**src/rtl/chunked_serial_adder_if.sv**
```systemverilog
// Operand/result handshake bundle for chunked_serial_adder.
// master drives operands and result acceptance; slave is the adder.
interface chunked_serial_adder_if #(
    parameter int unsigned WIDTH = 16
);
    // Operand side
    logic             in_valid;
    logic             in_ready;
    logic [WIDTH-1:0] a;
    logic [WIDTH-1:0] b;
    logic             cin;
    logic             sub;

    // Result side
    logic [WIDTH-1:0] sum;
    logic             cout;
    logic             overflow;
    logic             out_valid;
    logic             out_ready;

    modport master (
        output in_valid,
        output a,
        output b,
        output cin,
        output sub,
        output out_ready,
        input  in_ready,
        input  sum,
        input  cout,
        input  overflow,
        input  out_valid
    );

    modport slave (
        input  in_valid,
        input  a,
        input  b,
        input  cin,
        input  sub,
        input  out_ready,
        output in_ready,
        output sum,
        output cout,
        output overflow,
        output out_valid
    );
endinterface

```
**src/rtl/chunked_serial_adder.sv**
```systemverilog
// Multi-cycle adder/subtractor: one CHUNK-bit ripple slice is reused NCH
// times with a registered inter-chunk carry. Valid/ready on both sides.
module chunked_serial_adder #(
    parameter int unsigned WIDTH = 16,
    parameter int unsigned CHUNK = 4
) (
    input  logic                  clk,
    input  logic                  rst_n,
    chunked_serial_adder_if.slave bus
);
    localparam int unsigned NCH   = WIDTH / CHUNK;
    localparam int unsigned IDX_W = (NCH > 1) ? $clog2(NCH) : 1;
    localparam int unsigned SW    = CHUNK + 1;

    typedef enum logic [1:0] {
        IDLE = 2'd0,
        RUN  = 2'd1,
        DONE = 2'd2
    } state_e;

    state_e           state_q, state_d;
    logic [IDX_W-1:0] idx_q, idx_d;
    logic             carry_q, carry_d;
    logic [WIDTH-1:0] a_q, a_d;
    logic [WIDTH-1:0] b_q, b_d;
    logic [WIDTH-1:0] sum_q, sum_d;
    logic             cout_q, cout_d;
    logic             ovf_q, ovf_d;

    logic [31:0]      base_c;
    logic [CHUNK-1:0] a_l_c;
    logic [CHUNK-1:0] b_l_c;
    logic [SW-1:0]    slice_c;
    logic             msb_cin_c;
    logic             last_c;

    // Ripple slice on the chunk selected by idx; msb_cin_c is the carry into its top bit
    always_comb begin
        base_c    = 32'(idx_q) * CHUNK;
        a_l_c     = a_q[base_c +: CHUNK];
        b_l_c     = b_q[base_c +: CHUNK];
        slice_c   = SW'(a_l_c) + SW'(b_l_c) + SW'(carry_q);
        msb_cin_c = a_l_c[CHUNK-1] ^ b_l_c[CHUNK-1] ^ slice_c[CHUNK-1];
        last_c    = (idx_q == IDX_W'(NCH - 1));
    end

    // Next-state and datapath update; subtraction stores ~b and seeds the carry with 1
    always_comb begin
        state_d = state_q;
        idx_d   = idx_q;
        carry_d = carry_q;
        a_d     = a_q;
        b_d     = b_q;
        sum_d   = sum_q;
        cout_d  = cout_q;
        ovf_d   = ovf_q;

        unique case (state_q)
            IDLE: begin
                if (bus.in_valid) begin
                    a_d     = bus.a;
                    b_d     = bus.sub ? ~bus.b : bus.b;
                    carry_d = bus.sub ? 1'b1 : bus.cin;
                    idx_d   = '0;
                    state_d = RUN;
                end
            end
            RUN: begin
                sum_d[base_c +: CHUNK] = slice_c[CHUNK-1:0];
                carry_d                = slice_c[CHUNK];
                idx_d                  = idx_q + IDX_W'(1);
                if (last_c) begin
                    cout_d  = slice_c[CHUNK];
                    ovf_d   = msb_cin_c ^ slice_c[CHUNK];
                    idx_d   = '0;
                    state_d = DONE;
                end
            end
            DONE: begin
                if (bus.out_ready) begin
                    state_d = IDLE;
                end
            end
            default: begin
                state_d = IDLE;
            end
        endcase
    end

    // State and datapath registers with synchronous active-low reset
    always_ff @(posedge clk) begin
        if (!rst_n) begin
            state_q <= IDLE;
            idx_q   <= '0;
            carry_q <= 1'b0;
            a_q     <= '0;
            b_q     <= '0;
            sum_q   <= '0;
            cout_q  <= 1'b0;
            ovf_q   <= 1'b0;
        end else begin
            state_q <= state_d;
            idx_q   <= idx_d;
            carry_q <= carry_d;
            a_q     <= a_d;
            b_q     <= b_d;
            sum_q   <= sum_d;
            cout_q  <= cout_d;
            ovf_q   <= ovf_d;
        end
    end

    // Handshake flags decode the registered state; results come straight from registers
    assign bus.in_ready  = (state_q == IDLE);
    assign bus.out_valid = (state_q == DONE);
    assign bus.sum       = sum_q;
    assign bus.cout      = cout_q;
    assign bus.overflow  = ovf_q;

endmodule

```
**src/flat_wrapper.sv**
```systemverilog
// flat-port wrapper written by rule: the top's interface ports become plain ports
module chunked_serial_adder_flat 
#(
    parameter int unsigned WIDTH = 16,
    parameter int unsigned CHUNK = 4
)
  (clk, rst_n, bus_in_valid, bus_a, bus_b, bus_cin, bus_sub, bus_out_ready, bus_in_ready, bus_sum, bus_cout, bus_overflow, bus_out_valid);
  chunked_serial_adder_if #(.WIDTH(WIDTH)) bus_i ();
  input  logic clk;
  input  logic rst_n;
  input wire logic [$bits(bus_i.in_valid)-1:0] bus_in_valid;
  input wire logic [$bits(bus_i.a)-1:0] bus_a;
  input wire logic [$bits(bus_i.b)-1:0] bus_b;
  input wire logic [$bits(bus_i.cin)-1:0] bus_cin;
  input wire logic [$bits(bus_i.sub)-1:0] bus_sub;
  input wire logic [$bits(bus_i.out_ready)-1:0] bus_out_ready;
  output wire logic [$bits(bus_i.in_ready)-1:0] bus_in_ready;
  output wire logic [$bits(bus_i.sum)-1:0] bus_sum;
  output wire logic [$bits(bus_i.cout)-1:0] bus_cout;
  output wire logic [$bits(bus_i.overflow)-1:0] bus_overflow;
  output wire logic [$bits(bus_i.out_valid)-1:0] bus_out_valid;
  assign bus_i.in_valid = bus_in_valid;
  assign bus_i.a = bus_a;
  assign bus_i.b = bus_b;
  assign bus_i.cin = bus_cin;
  assign bus_i.sub = bus_sub;
  assign bus_i.out_ready = bus_out_ready;
  assign bus_in_ready = bus_i.in_ready;
  assign bus_sum = bus_i.sum;
  assign bus_cout = bus_i.cout;
  assign bus_overflow = bus_i.overflow;
  assign bus_out_valid = bus_i.out_valid;
  chunked_serial_adder #(.WIDTH(WIDTH), .CHUNK(CHUNK)) u_core (.clk(clk), .rst_n(rst_n), .bus(bus_i));
endmodule
```
**config.mk**
```make
export PLATFORM = sky130hd
export DESIGN_NAME = chunked_serial_adder_flat
export DESIGN_NICKNAME = d
export VERILOG_FILES = /design/src/rtl/chunked_serial_adder_if.sv /design/src/rtl/chunked_serial_adder.sv /design/src/flat_wrapper.sv
export SDC_FILE = /design/constraint.sdc
export NUM_CORES = 1
export LEC_CHECK = 0
export CAP_MARGIN = 10
export CORE_UTILIZATION = 55
export CTS_CLUSTER_DIAMETER = 100
export DETAILED_ROUTE_END_ITERATION = 8
export GPL_ROUTABILITY_DRIVEN = 1
export GPL_TIMING_DRIVEN = 1
export PLACE_DENSITY = 0.92
export SLEW_MARGIN = 20
export SYNTH_ARGS = -nofsm -noshare
export SYNTH_HDL_FRONTEND = slang
export SYNTH_SLANG_ARGS = --single-unit
```
**constraint.sdc**
```tcl
create_clock -name clk -period 4.2 [get_ports clk]
set_input_delay 0.63 -clock clk [delete_from_list [all_inputs] [get_ports clk]]
set_output_delay 0.63 -clock clk [all_outputs]
set_load 0.01 [all_outputs]
```
==> impl_metrics.env, run 1 <==
export IMPL_worstSetupStartpointType="register"
export IMPL_rsz0062_at_grt="no"
export IMPL_cp_common_cell="fa_1"
export IMPL_fp_dieH_microns=72.8
export IMPL_die_w_microns=72.8
export IMPL_cts_tree="built"
export IMPL_syn_avg_cell_area_sq_um=9.98
export IMPL_ctsRootBufferMaster="clkbuf_8"
export IMPL_grt_pass1_wl_microns=9180
export IMPL_place_inst=384
export IMPL_gp_congestion=0.942
export IMPL_cp_required_ns=4.41
export IMPL_grt_pass1_vias=2038
export IMPL_place_hpwl_microns=3950
export IMPL_fin_tns_setup_ns=0
export IMPL_synth_largest_area_cell="dfxtp_1"
export IMPL_areaGrowthSynthToFinish_pct=24.9
export IMPL_synth_async_sr_flop_share=0
export IMPL_via_per_inst=5.46
export IMPL_cap_violations=0
export IMPL_ant_nets=0
export IMPL_outcome="finished clean"
export IMPL_setup_viol=0
export IMPL_die_area_sq_um=5300
export IMPL_worst_path_buf_inv=0
export IMPL_vias=2140
export IMPL_post_drt_wl_per_cell_microns=13.8
export IMPL_stdcell_count=392
export IMPL_port_buffers=57
export IMPL_max_stage_delay_ns=0.70
export IMPL_worstSkewPairLatency_ns=0.31
export IMPL_n_fill_cell=356
export IMPL_synth_edff_count=0
export IMPL_cts_buffers=5
export IMPL_final_common_cell="nand2_1"
export IMPL_fin_crit_sh=0.680
export IMPL_htree_levels=2
export IMPL_path_cells="mux4_2 -> fa_1 -> fa_1 -> a21o_1 -> a21oi_1 -> o211ai_1 -> and2_1"
export IMPL_skew_ns=0.00545
export IMPL_relSlewSlack=0.413
export IMPL_final_cell_mix="59 x nand2_1, 57 x clkdlybuf4s50_1, 55 x dfxtp_1"
export IMPL_ys_flop_type="dfxtp_1"
export IMPL_crit_type="reg2reg"
export IMPL_coreArea_sq_um=4790
export IMPL_p_per_area_nw_per_um2=330
export IMPL_cp_max_fo=13
export IMPL_drive_gt1_frac=0.0800
export IMPL_yosys_warnings=0
export IMPL_synth_area_sq_um=2760
export IMPL_fmax_mhz=350
export IMPL_remaining_drc_errors=0
export IMPL_p_leak_nw=1.38
export IMPL_arrival_ns=3.06
export IMPL_start_util=0.576
export IMPL_postSynthCellCount=276
export IMPL_grt_max_degree=58
export IMPL_ys_types=39
export IMPL_multiInputGateArea_sq_um=1530
export IMPL_finalWirelength_microns=5410
export IMPL_seq_area_frac_synth=0.400
export IMPL_worst_pin_slew_ns=0.877
export IMPL_drt_iter0_drc=88
export IMPL_syn_nets=325
export IMPL_firstDrtPassIters=4
export IMPL_num_antenna_cells=0
export IMPL_regArea_sq_um=1100
export IMPL_clk_pin_slew_ns=0.09
export IMPL_grt_usage=0.226
export IMPL_fin_crit_ns=2.85
export IMPL_cts_setup_buffers=0
export IMPL_ys_ff_latch=55
export IMPL_synth_top_area_share=0.400
export IMPL_clk_path_buf_depth=2
export IMPL_io_pins=58
export IMPL_ir_drop_mv=0.250
export IMPL_finalHoldViolCount=0
export IMPL_cp_top_family="adder cells"
export IMPL_num_rows=25
export IMPL_cp_slowest_cell="dfxtp_1"
export IMPL_end_kind="register"
export IMPL_postCtsHoldBufs=0
export IMPL_nets=373
export IMPL_overflow=0
export IMPL_yosys_top_cells_area="dfxtp_1 40%, nand2_1 8.0%, mux4_2 6.5%"
export IMPL_hp_class="reg2reg"
export IMPL_antenna_found_initial=0
export IMPL_drv_slew=0
export IMPL_clock_sinks=55
export IMPL_cts_resized=0
==> area by class of cell <==
cell class | instances | share of cell area
well taps | 67 | 0.0244
inverters | 4 | 0.00436
repair buffers | 60 | 0.172
clock buffers | 6 | 0.0240
clock inverters | 2 | 0.0102
multi-input cells | 198 | 0.445
flip-flops and latches | 55 | 0.320
==> stage by stage <==
step            util  setup slack (ns)  instance area (sq um)  total power, mW  hold WS, ns
2_1_floorplan      -              1.33                   2760            0.718        0.440
3_3_place_gp   0.695              1.46                   3320            0.783        0.446
3_5_place_dp   0.695              1.37                   3320            0.790        0.453
4_1_cts        0.719              1.34                   3440             1.14        0.465
5_1_grt        0.719              1.18                   3440             1.18        0.484
6_report       0.719              1.35                   3440             1.14        0.464
==> metal layers <==
layer | vias to the layer above | global-route usage | part of all wire
met1 | 1017 | 0.289 | 0.44
met5 | - | 0 | 0
met2 | 60 | 0.380 | 0.51
met3 | 10 | 0.0428 | 0.035
met4 | 0 | 0.0871 | 0.018
li1 | 1053 | - | -
==> where the power goes <==
part	internal (mW)	switching [mW]	total, mW
Combinational	0.108	0.102	0.210
Sequential	0.549	0.0198	0.569
Clock	0.193	0.164	0.357
==> worst register-to-register path, cell delays in order, from the launching register on <==
cell and delay [ns]:
dfxtp_1 0.70, mux4_2 0.41, fa_1 0.45, fa_1 0.43, a21o_1 0.20, a21oi_1 0.26
o211ai_1 0.12, and2_1 0.17
==> logic make-up (layout without fill, tap and decap cells) <==
group                      Yosys count  count (layout)  synth area share
and+or+nand+nor                     98              98             0.196
AOI/OAI and AO/OA                   62              62             0.176
DFF                                 55              55             0.400
buffers and inverters               23              72            0.0468
xor gates and xnor gates            18              18            0.0572
adders and majority gates           11              11            0.0554
muxes                                9               9            0.0690
==> cells in the mapped netlist, types with 4 or more instances <==
cell,instances
nor2_1,5
xnor2_1,16
mux4_2,8
nor2b_1,15
inv_1,4
clkbuf_1,7
nand2_1,59
a21boi_0,17
o211a_1,17
buf_2,7
o21ai_0,4
ha_1,9
buf_6,4
dfxtp_1,55
a22oi_1,12
==> registers in the layout, summed over array words and instances (netlist names) <==
signal and cells:
u_core.a_q 16, u_core.b_q 16, u_core.bus.cout 1, u_core.bus.overflow 1, u_core.bus.sum 16, u_core.carry_q 1
u_core.idx_q 2, u_core.state_q 2
==> path summary, 6_finish.rpt <==
check                                  start                              end  slack, ns  cells past startpoint
min          u_core.bus.sum[11]$_SDFFE_PN0P_  u_core.bus.sum[11]$_SDFFE_PN0P_       0.46                      2
max reg2reg     u_core.idx_q[1]$_SDFFE_PN0P_      u_core.carry_q$_SDFFE_PN0P_       1.35                      7
min reg2reg  u_core.bus.sum[11]$_SDFFE_PN0P_  u_core.bus.sum[11]$_SDFFE_PN0P_       0.46                      2
max             u_core.idx_q[1]$_SDFFE_PN0P_      u_core.carry_q$_SDFFE_PN0P_       1.35                      7
No activity file was read; power rests on OpenSTA's default activity.
==> inputs of run 2 (changes only) <==
Settings changed: CORE_UTILIZATION 55 to 51, PLACE_DENSITY 0.92 to 0.87.
Clock period 4.2 ns to 2.8 ns, I/O delays scaled along.
==> run 2 against run 1 <==
  * Worst hold slack gained 0.0047 ns
  * Critical path type unchanged
  * Sequential power increased by 49%
  * Clock power up 30%
  * First-iteration DRC count grew 19%
  * Worst setup slack worse by 1.2 ns
==> impl_metrics.env, run 2 (same netlist as run 1, synthesis figures left out) <==
export IMPL_outcome="finished clean"
export IMPL_cp_top_family="adder cells"
export IMPL_io_pins=58
export IMPL_vias=2128
export IMPL_grt_use_met3=0.0556
export IMPL_place_inst=391
export IMPL_clock_sinks=55
export IMPL_ctsRootBufferMaster="clkbuf_8"
export IMPL_final_area_sq_um=3470
export IMPL_cp_required_ns=3.02
export IMPL_postCtsHoldBufs=0
export IMPL_cp_max_fo=4
export IMPL_drt_iter0_drc=105
export IMPL_utilization=0.675
export IMPL_p_per_area_nw_per_um2=472
export IMPL_worst_path_buf_inv=0
export IMPL_cts_tree="built"
export IMPL_finalHoldViolCount=0
export IMPL_post_drt_wl_per_cell_microns=13.4
export IMPL_ant_nets=0
export IMPL_fmax_mhz=380
export IMPL_areaGrowthSynthToFinish_pct=26.0
export IMPL_fin_tns_setup_ns=0
export IMPL_grt_pass1_wl_microns=9000
export IMPL_gp_congestion=0.737
export IMPL_relSlewSlack=0.581
export IMPL_end_kind="register"
export IMPL_n_fill_cell=443
export IMPL_p_leak_nw=1.39
export IMPL_num_rows=26
export IMPL_ir_drop_mv=0.248
export IMPL_preCtsSetupSlack_ns=0.101
export IMPL_regArea_sq_um=1100
export IMPL_crit_type="reg2reg"
export IMPL_worst_pin_slew_ns=0.629
export IMPL_firstDrtPassIters=4
export IMPL_path_cells="mux4_2 -> fa_1 -> fa_1 -> a21o_1 -> a21oi_2 -> o211ai_1 -> and2_1"
export IMPL_die_area_sq_um=5700
export IMPL_skew_ns=0.0118
export IMPL_grt_pass1_vias=1988
export IMPL_drive_gt1_frac=0.0942
export IMPL_fin_crit_sh=0.940
export IMPL_place_hpwl_microns=4060
export IMPL_setup_slack_ns=0.169
export IMPL_die_w_microns=75.5
export IMPL_overflow=0
export IMPL_start_util=0.536
export IMPL_grt_use_met1=0.250
export IMPL_grt_max_degree=58
export IMPL_cp_common_cell="fa_1"
export IMPL_grt_busiest_layer="met2"
export IMPL_remaining_drc_errors=0
export IMPL_fin_crit_ns=2.63
export IMPL_worstSkewPairLatency_ns=0.32
export IMPL_nets=377
export IMPL_antenna_found_initial=0
export IMPL_arrival_ns=2.85
export IMPL_rsz0062_at_grt="no"
export IMPL_fp_dieH_microns=75.5
export IMPL_port_buffers=57
export IMPL_via_per_inst=5.33
export IMPL_drv_slew=0
export IMPL_num_antenna_cells=0
export IMPL_coreArea_sq_um=5140
export IMPL_multiInputGateArea_sq_um=1540
export IMPL_hp_class="reg2reg"
export IMPL_stdcell_count=399
export IMPL_use_met2=0.365
export IMPL_htree_levels=2
export IMPL_cp_slowest_cell="mux4_2"
export IMPL_clk_path_buf_depth=2
export IMPL_placed_area_sq_um=3370
export IMPL_grt_usage=0.212
export IMPL_final_common_cell="nand2_1"
export IMPL_clk_pin_slew_ns=0.11
export IMPL_final_cell_mix="59 x nand2_1, 57 x clkdlybuf4s50_1, 55 x dfxtp_1"
export IMPL_cts_buffers=5
export IMPL_max_stage_delay_ns=0.54
export IMPL_cap_violations=0
export IMPL_worstSetupStartpointType="register"
export IMPL_finalWirelength_microns=5330
export IMPL_setup_viol=0
-- run 2: metrics by stage --
| stage | hold slack (ns) | power [mW] |
|---|---|---|
| final | 0.469 | 1.64 |
| after global placement | 0.450 | 1.18 |
| after detailed placement | 0.455 | 1.19 |
| after global routing | 0.489 | 1.72 |
| after CTS | 0.468 | 1.65 |
| after floorplan | 0.440 | 1.08 |
-- run 2: final cells by class --
cell class	instances	share of cell area
Inverter	4	0.00433
Clock buffer	5	0.0198
Tap cell	70	0.0252
Timing Repair Buffer	64	0.183
Sequential cell	55	0.317
Multi-Input combinational cell	198	0.442
Clock inverter	3	0.00793
-- run 2: worst min-delay path, stage by stage (launching register included) --
cell	delay, ns
dfxtp_1	0.32
nand3_1	0.06
o21ai_1	0.06
-- run 2: what timing repair did --
| item | 4_1_cts | 5_1_grt |
|---|---|---|
| setup endpoints to repair | 0 | 3 |
| gates resized for setup | 0 | 1 |
| setup buffers | 0 | 0 |
| hold endpoints to repair | 0 | 0 |
-- run 2: path summary, 6_finish.rpt --
path                                   start                               to  slack (ns)  cells past startpoint
min          u_core.bus.sum[15]$_SDFFE_PN0P_  u_core.bus.sum[15]$_SDFFE_PN0P_        0.47                      2
min reg2reg  u_core.bus.sum[15]$_SDFFE_PN0P_  u_core.bus.sum[15]$_SDFFE_PN0P_        0.47                      2
max reg2reg     u_core.idx_q[0]$_SDFFE_PN0P_      u_core.carry_q$_SDFFE_PN0P_        0.17                      7
max             u_core.idx_q[0]$_SDFFE_PN0P_      u_core.carry_q$_SDFFE_PN0P_        0.17                      7
-- run 2: where the power goes --
| part | total, mW | switching (mW) | internal [mW] |
|---|---|---|---|
| logic | 0.325 | 0.156 | 0.169 |
| registers | 0.850 | 0.0267 | 0.823 |
| clock network | 0.465 | 0.279 | 0.186 |
-- run 2: routing by layer --
layer  wire length (microns)  vias to the layer above
met3                     211                       13
li1                        -                     1065
met4                     115                        0
met5                       0                        -
met1                    2280                      992
met2                    2720                       58
==> variant 1, RTL diff (config.mk and constraints of run 2) <==
Take the reset off `a_q`, `b_q` and `sum_q` and load them in a clocked block of their own.
--- a/src/rtl/chunked_serial_adder.sv
+++ b/src/rtl/chunked_serial_adder.sv
@@ -93,21 +93,21 @@
             state_q <= IDLE;
             idx_q   <= '0;
             carry_q <= 1'b0;
-            a_q     <= '0;
-            b_q     <= '0;
-            sum_q   <= '0;
             cout_q  <= 1'b0;
             ovf_q   <= 1'b0;
         end else begin
             state_q <= state_d;
             idx_q   <= idx_d;
             carry_q <= carry_d;
-            a_q     <= a_d;
-            b_q     <= b_d;
-            sum_q   <= sum_d;
             cout_q  <= cout_d;
             ovf_q   <= ovf_d;
         end
+    end
+
+    always_ff @(posedge clk) begin
+        a_q   <= a_d;
+        b_q   <= b_d;
+        sum_q <= sum_d;
     end
 
     // Handshake flags decode the registered state; results come straight from registers
Function: differs if rst_n is asserted again (counterexample within 4 cycles, from zero or initial values and one cycle with rst_n low); with rst_n held inactive, the same outputs for 10 cycles.
==> variant 1 against run 2 <==
Hold slack gained 0.042 ns. Synthesized cell count shrank 43%. Total power grew 1.2%. Area after synthesis shrank 9.9%. Setup slack lost 0.019 ns. Utilization grew 0.69 points. Sequential power grew 13%. Wire length shrank 26%. Final cell count shrank 31%. Sequential cell count is the same. Cell area shrank 7.8%. Critical endpoint unchanged. Largest cell class is now sequential cells. Highest routed layer unchanged.
==> variant 1: results (changes against run 2) <==
grt_max_degree: 33  # -43%
netlist_instances: 158  # -43%
p_switching_uw: 390  # -15%
synth-xor-area-share: 0.0670  # +0.00978
cpMaxStageDelayCell: "mux4_1"
routed_wl_um: 3970  # -26%
max_stage_delay_ns: 0.57  # +0.03 ns
hold_start: "u_core.bus.cout"
placed_area_um2: 3120  # -7.6%
place_ws_ns: 0.169  # +0.0684 ns
ys_top_cells_by_count: "edfxtp_1, xor2_1, nor2_1"
final_cells: 277  # -31%
syn_nets: 207  # -36%
grt_util_all_layers: 0.172  # -0.0400
fillers: 346  # -22%
dpl.hpwl_um: 3060  # -24%
ir_worst_vdd_mv: 0.339  # +37%
synth_area_leaders: "edfxtp_1, mux4_2, xor2_1, dfxtp_1, ha_1"
vias: 1409  # -34%
synth_compound_area_frac: 0.0408  # -0.135
min_path_cells: 1  # -1
rrSetupSlack_ns: 0.15  # -0.02 ns
p_leak_uw: 0.00117  # -16%
synth_cell_types: 36  # -7.7%
final.min_clock_period_ns: 2.65  # +0.0191 ns
muxShareOfSynthArea: 0.0821  # +0.0131
drt_iter0_markers: 53  # -50%
synth-edff-count: 48  # +48
regArea_um2: 1580  # +44%
synthAdderAreaFrac: 0.0615  # +0.00606
grt_pass1_wl_um: 6590  # -27%
status: "finished clean"
skew_ns: 0.00568  # -0.00612 ns
[variant 1: per-layer routing]
layer,track usage,routed length (um),share of wire
met5,0,0,0
met1,0.200,1550,0.39
met2,0.304,2140,0.54
met3,0.0478,187,0.047
met4,0.0675,89,0.022
[variant 1: worst reg2reg max path: cells and delay by family (launching register included)]
kind | cells | cell delay, ns
AO/OA/AOI/OAI | 3 | 0.57
adder cells (fa/ha/maj) | 2 | 0.85
flip-flops | 1 | 0.38
multiplexers | 1 | 0.57
AND/OR/NAND/NOR | 1 | 0.17
[variant 1: power groups by stage]
stage               combinational (uW)  sequential [uW]  clock, uW
floorplan                          168              980          0
global placement                   272              978          0
detailed placement                 283              981          0
CTS                                287              963        423
global route                       314              966        460
finish                             283              962        414
[variant 1: area by class of cell]
cell class	instances	area share
clock inverters	3	0.00469
flip-flops and latches	55	0.495
inverters	4	0.00469
repair buffers	62	0.190
well taps	54	0.0211
multi-input cells	94	0.263
clock buffers	5	0.0215
==> variant 2, RTL diff (settings of run 2) <==
Without the edit above. `CHUNK` is set to 4 in 2 places; all go to 8.
--- a/src/rtl/chunked_serial_adder.sv
+++ b/src/rtl/chunked_serial_adder.sv
@@ -2,7 +2,7 @@
 // times with a registered inter-chunk carry. Valid/ready on both sides.
 module chunked_serial_adder #(
     parameter int unsigned WIDTH = 16,
-    parameter int unsigned CHUNK = 4
+    parameter int unsigned CHUNK = 8
 ) (
     input  logic                  clk,
     input  logic                  rst_n,
--- a/src/flat_wrapper.sv
+++ b/src/flat_wrapper.sv
@@ -2,7 +2,7 @@
 module chunked_serial_adder_flat 
 #(
     parameter int unsigned WIDTH = 16,
-    parameter int unsigned CHUNK = 4
+    parameter int unsigned CHUNK = 8
 )
   (clk, rst_n, bus_in_valid, bus_a, bus_b, bus_cin, bus_sub, bus_out_ready, bus_in_ready, bus_sum, bus_cout, bus_overflow, bus_out_valid);
   chunked_serial_adder_if #(.WIDTH(WIDTH)) bus_i ();
Function: changed (Yosys sat finds a counterexample within 4 cycles, from zero or initial values and one cycle with rst_n low).
==> variant 2 against run 2 <==
Combinational power increased by 22%. Total power increased by 14%. Wire length increased by 0.30%. Via count increased by 0.38%. Cell area decreased by 2.2%. Sequential cell count decreased by 1. Setup slack improved by 0.11 ns. Utilization increased by 2.5 points. Clock skew decreased by 0.0051 ns. Area after synthesis decreased by 4.4%.
==> variant 2: results (changes against run 2) <==
netlist_instances: 285  # +3.3%
cts_made_buffers: 5  # unchanged
hp-class: "flop to flop"
max_stage_delay_ns: 0.45  # -0.09 ns
drt_iter0_markers: 112  # +6.7%
cts_root_buf: "clkbuf_8"
grt_antenna_before_repair: 0  # unchanged
status: "finished clean"
worstPathMaxFanout: 4  # unchanged
first_global_vias: 1905  # -4.2%
synth_area_leaders: "dfxtp_1, nand2_1, o211a_1, mux2_2, xnor2_1"
ir_worst_vdd_mv: 0.356  # +44%
skew_ns: 0.00673  # -0.00507 ns
port_buffers: 57  # unchanged
clk_pin_slew_ns: 0.10
clockBufferDepth: 2  # unchanged
final_cells: 404  # +1.3%
synthArstFlopShare: 0  # unchanged
p_leak_uw: 0.00146  # +4.9%
synth-seq-area-share: 0.410  # +0.0106
drive_gt1_frac: 0.104  # +0.00963
dpl.hpwl_um: 4090  # +0.84%
ctsResizeCount: 0  # unchanged
insertion_delay_ns: 0.31
layout.nets: 383  # +1.6%
dr.pass1.iters: 5  # +1
fmax_mhz: 396  # +4.3%
yosys_warnings: 0  # unchanged
crit_arrival_ns: 2.71  # -0.14 ns
grt_pass1_wl_um: 8870  # -1.5%
p_int_uw: 1390  # +18%
ys_top_cells_by_count: "nand2_1, dfxtp_1, a21boi_0, o211a_1, xnor2_1"
tightest_slew_ns: 0.770  # +0.141 ns
grt_max_degree: 42  # -28%
vias: 2136  # +0.38%
cpMaxStageDelayCell: "fa_1"
post_cts_buffers: 0  # unchanged
place_ws_ns: 0.284  # +0.183 ns
post_drt_wl_per_cell_um: 13.2  # -0.94%
grt_util_all_layers: 0.216  # +0.00405
diodes: 0  # unchanged
fillers: 389  # -12%
cts_max_level: 2  # unchanged
gp_congestion: 0.823  # +12%
synth_cell_types: 33  # -15%
syn_nets: 332  # +2.2%
[variant 2: cell count changes after synthesis, sizes merged, moves of 5 or more]
cell | run 2 | this run
a22oi | 12 | 0
mux4 | 8 | 0
nor2b | 15 | 4
nand2 | 59 | 66
mux2 | 0 | 16
o21ai | 6 | 11
[variant 2: critical path, delay by kind of cell (launching register included)]
kind / cells / cell delay [ns]
AO/OA/AOI/OAI: 2 / 0.39
XOR/XNOR: 1 / 0.15
adder cells (fa/ha/maj): 2 / 0.88
flip-flops: 1 / 0.39
multiplexers: 1 / 0.36
AND/OR/NAND/NOR: 2 / 0.23
[variant 2: final cells by class]
class | count | area, um2 | area share
clock buffer | 5 | 68.8 | 0.0203
clock inverter | 3 | 68.8 | 0.0203
inverter | 1 | 3.75 | 0.00111
multi-input combinational | 211 | 1470 | 0.434
sequential | 54 | 1080 | 0.319
tap | 67 | 83.8 | 0.0247
timing repair buffer | 63 | 616 | 0.181
[variant 2: path summary, 6_finish.rpt]
kind	slack, ns	endpoint	startpoint	depth (start not counted)
worst max-delay path	0.28	u_core.bus.overflow	u_core.idx_q	8
worst min register to register	0.47	u_core.a_q[12]	u_core.a_q[12]	2
worst max register to register	0.28	u_core.bus.overflow	u_core.idx_q	8
worst min-delay path	0.47	u_core.a_q[12]	u_core.a_q[12]	2
[variant 2: metal layers]
| layer | vias up | track usage | wire length [um] |
|---|---|---|---|
| met1 | 980 | 0.278 | 2430 |
| met2 | 59 | 0.354 | 2580 |
| li1 | 1086 | - | - |
| met5 | - | 0 | 0 |
| met3 | 11 | 0.0466 | 203 |
| met4 | 0 | 0.0855 | 132 |
[variant 2: cells by family after synthesis]
| group | share of synthesized area |
|---|---|
| and+or+nand+nor | 0.142 |
| AOI/OAI and AO/OA | 0.216 |
| muxes | 0.0760 |
| buffers and inverters | 0.0313 |
| xor gates and xnor gates | 0.0764 |
| DFF | 0.410 |
| adders and majority gates | 0.0484 |
[variant 2: per-stage QoR]
stage | area (um2) | util | hold slack, ns
finish | 3390 | 0.700 | 0.467
global route | 3390 | 0.700 | 0.487
CTS | 3390 | 0.700 | 0.470
detailed placement | 3260 | 0.671 | 0.454
global placement | 3260 | 0.671 | 0.448
floorplan | 2640 | - | 0.440
[variant 2: power by group through the flow]
stage | combinational [uW] | clock [uW] | sequential, uW
2_1_floorplan | 250 | 0 | 870
3_3_place_gp | 385 | 0 | 872
3_5_place_dp | 395 | 0 | 874
4_1_cts | 398 | 627 | 856
5_1_grt | 436 | 654 | 862
6_report | 396 | 616 | 856
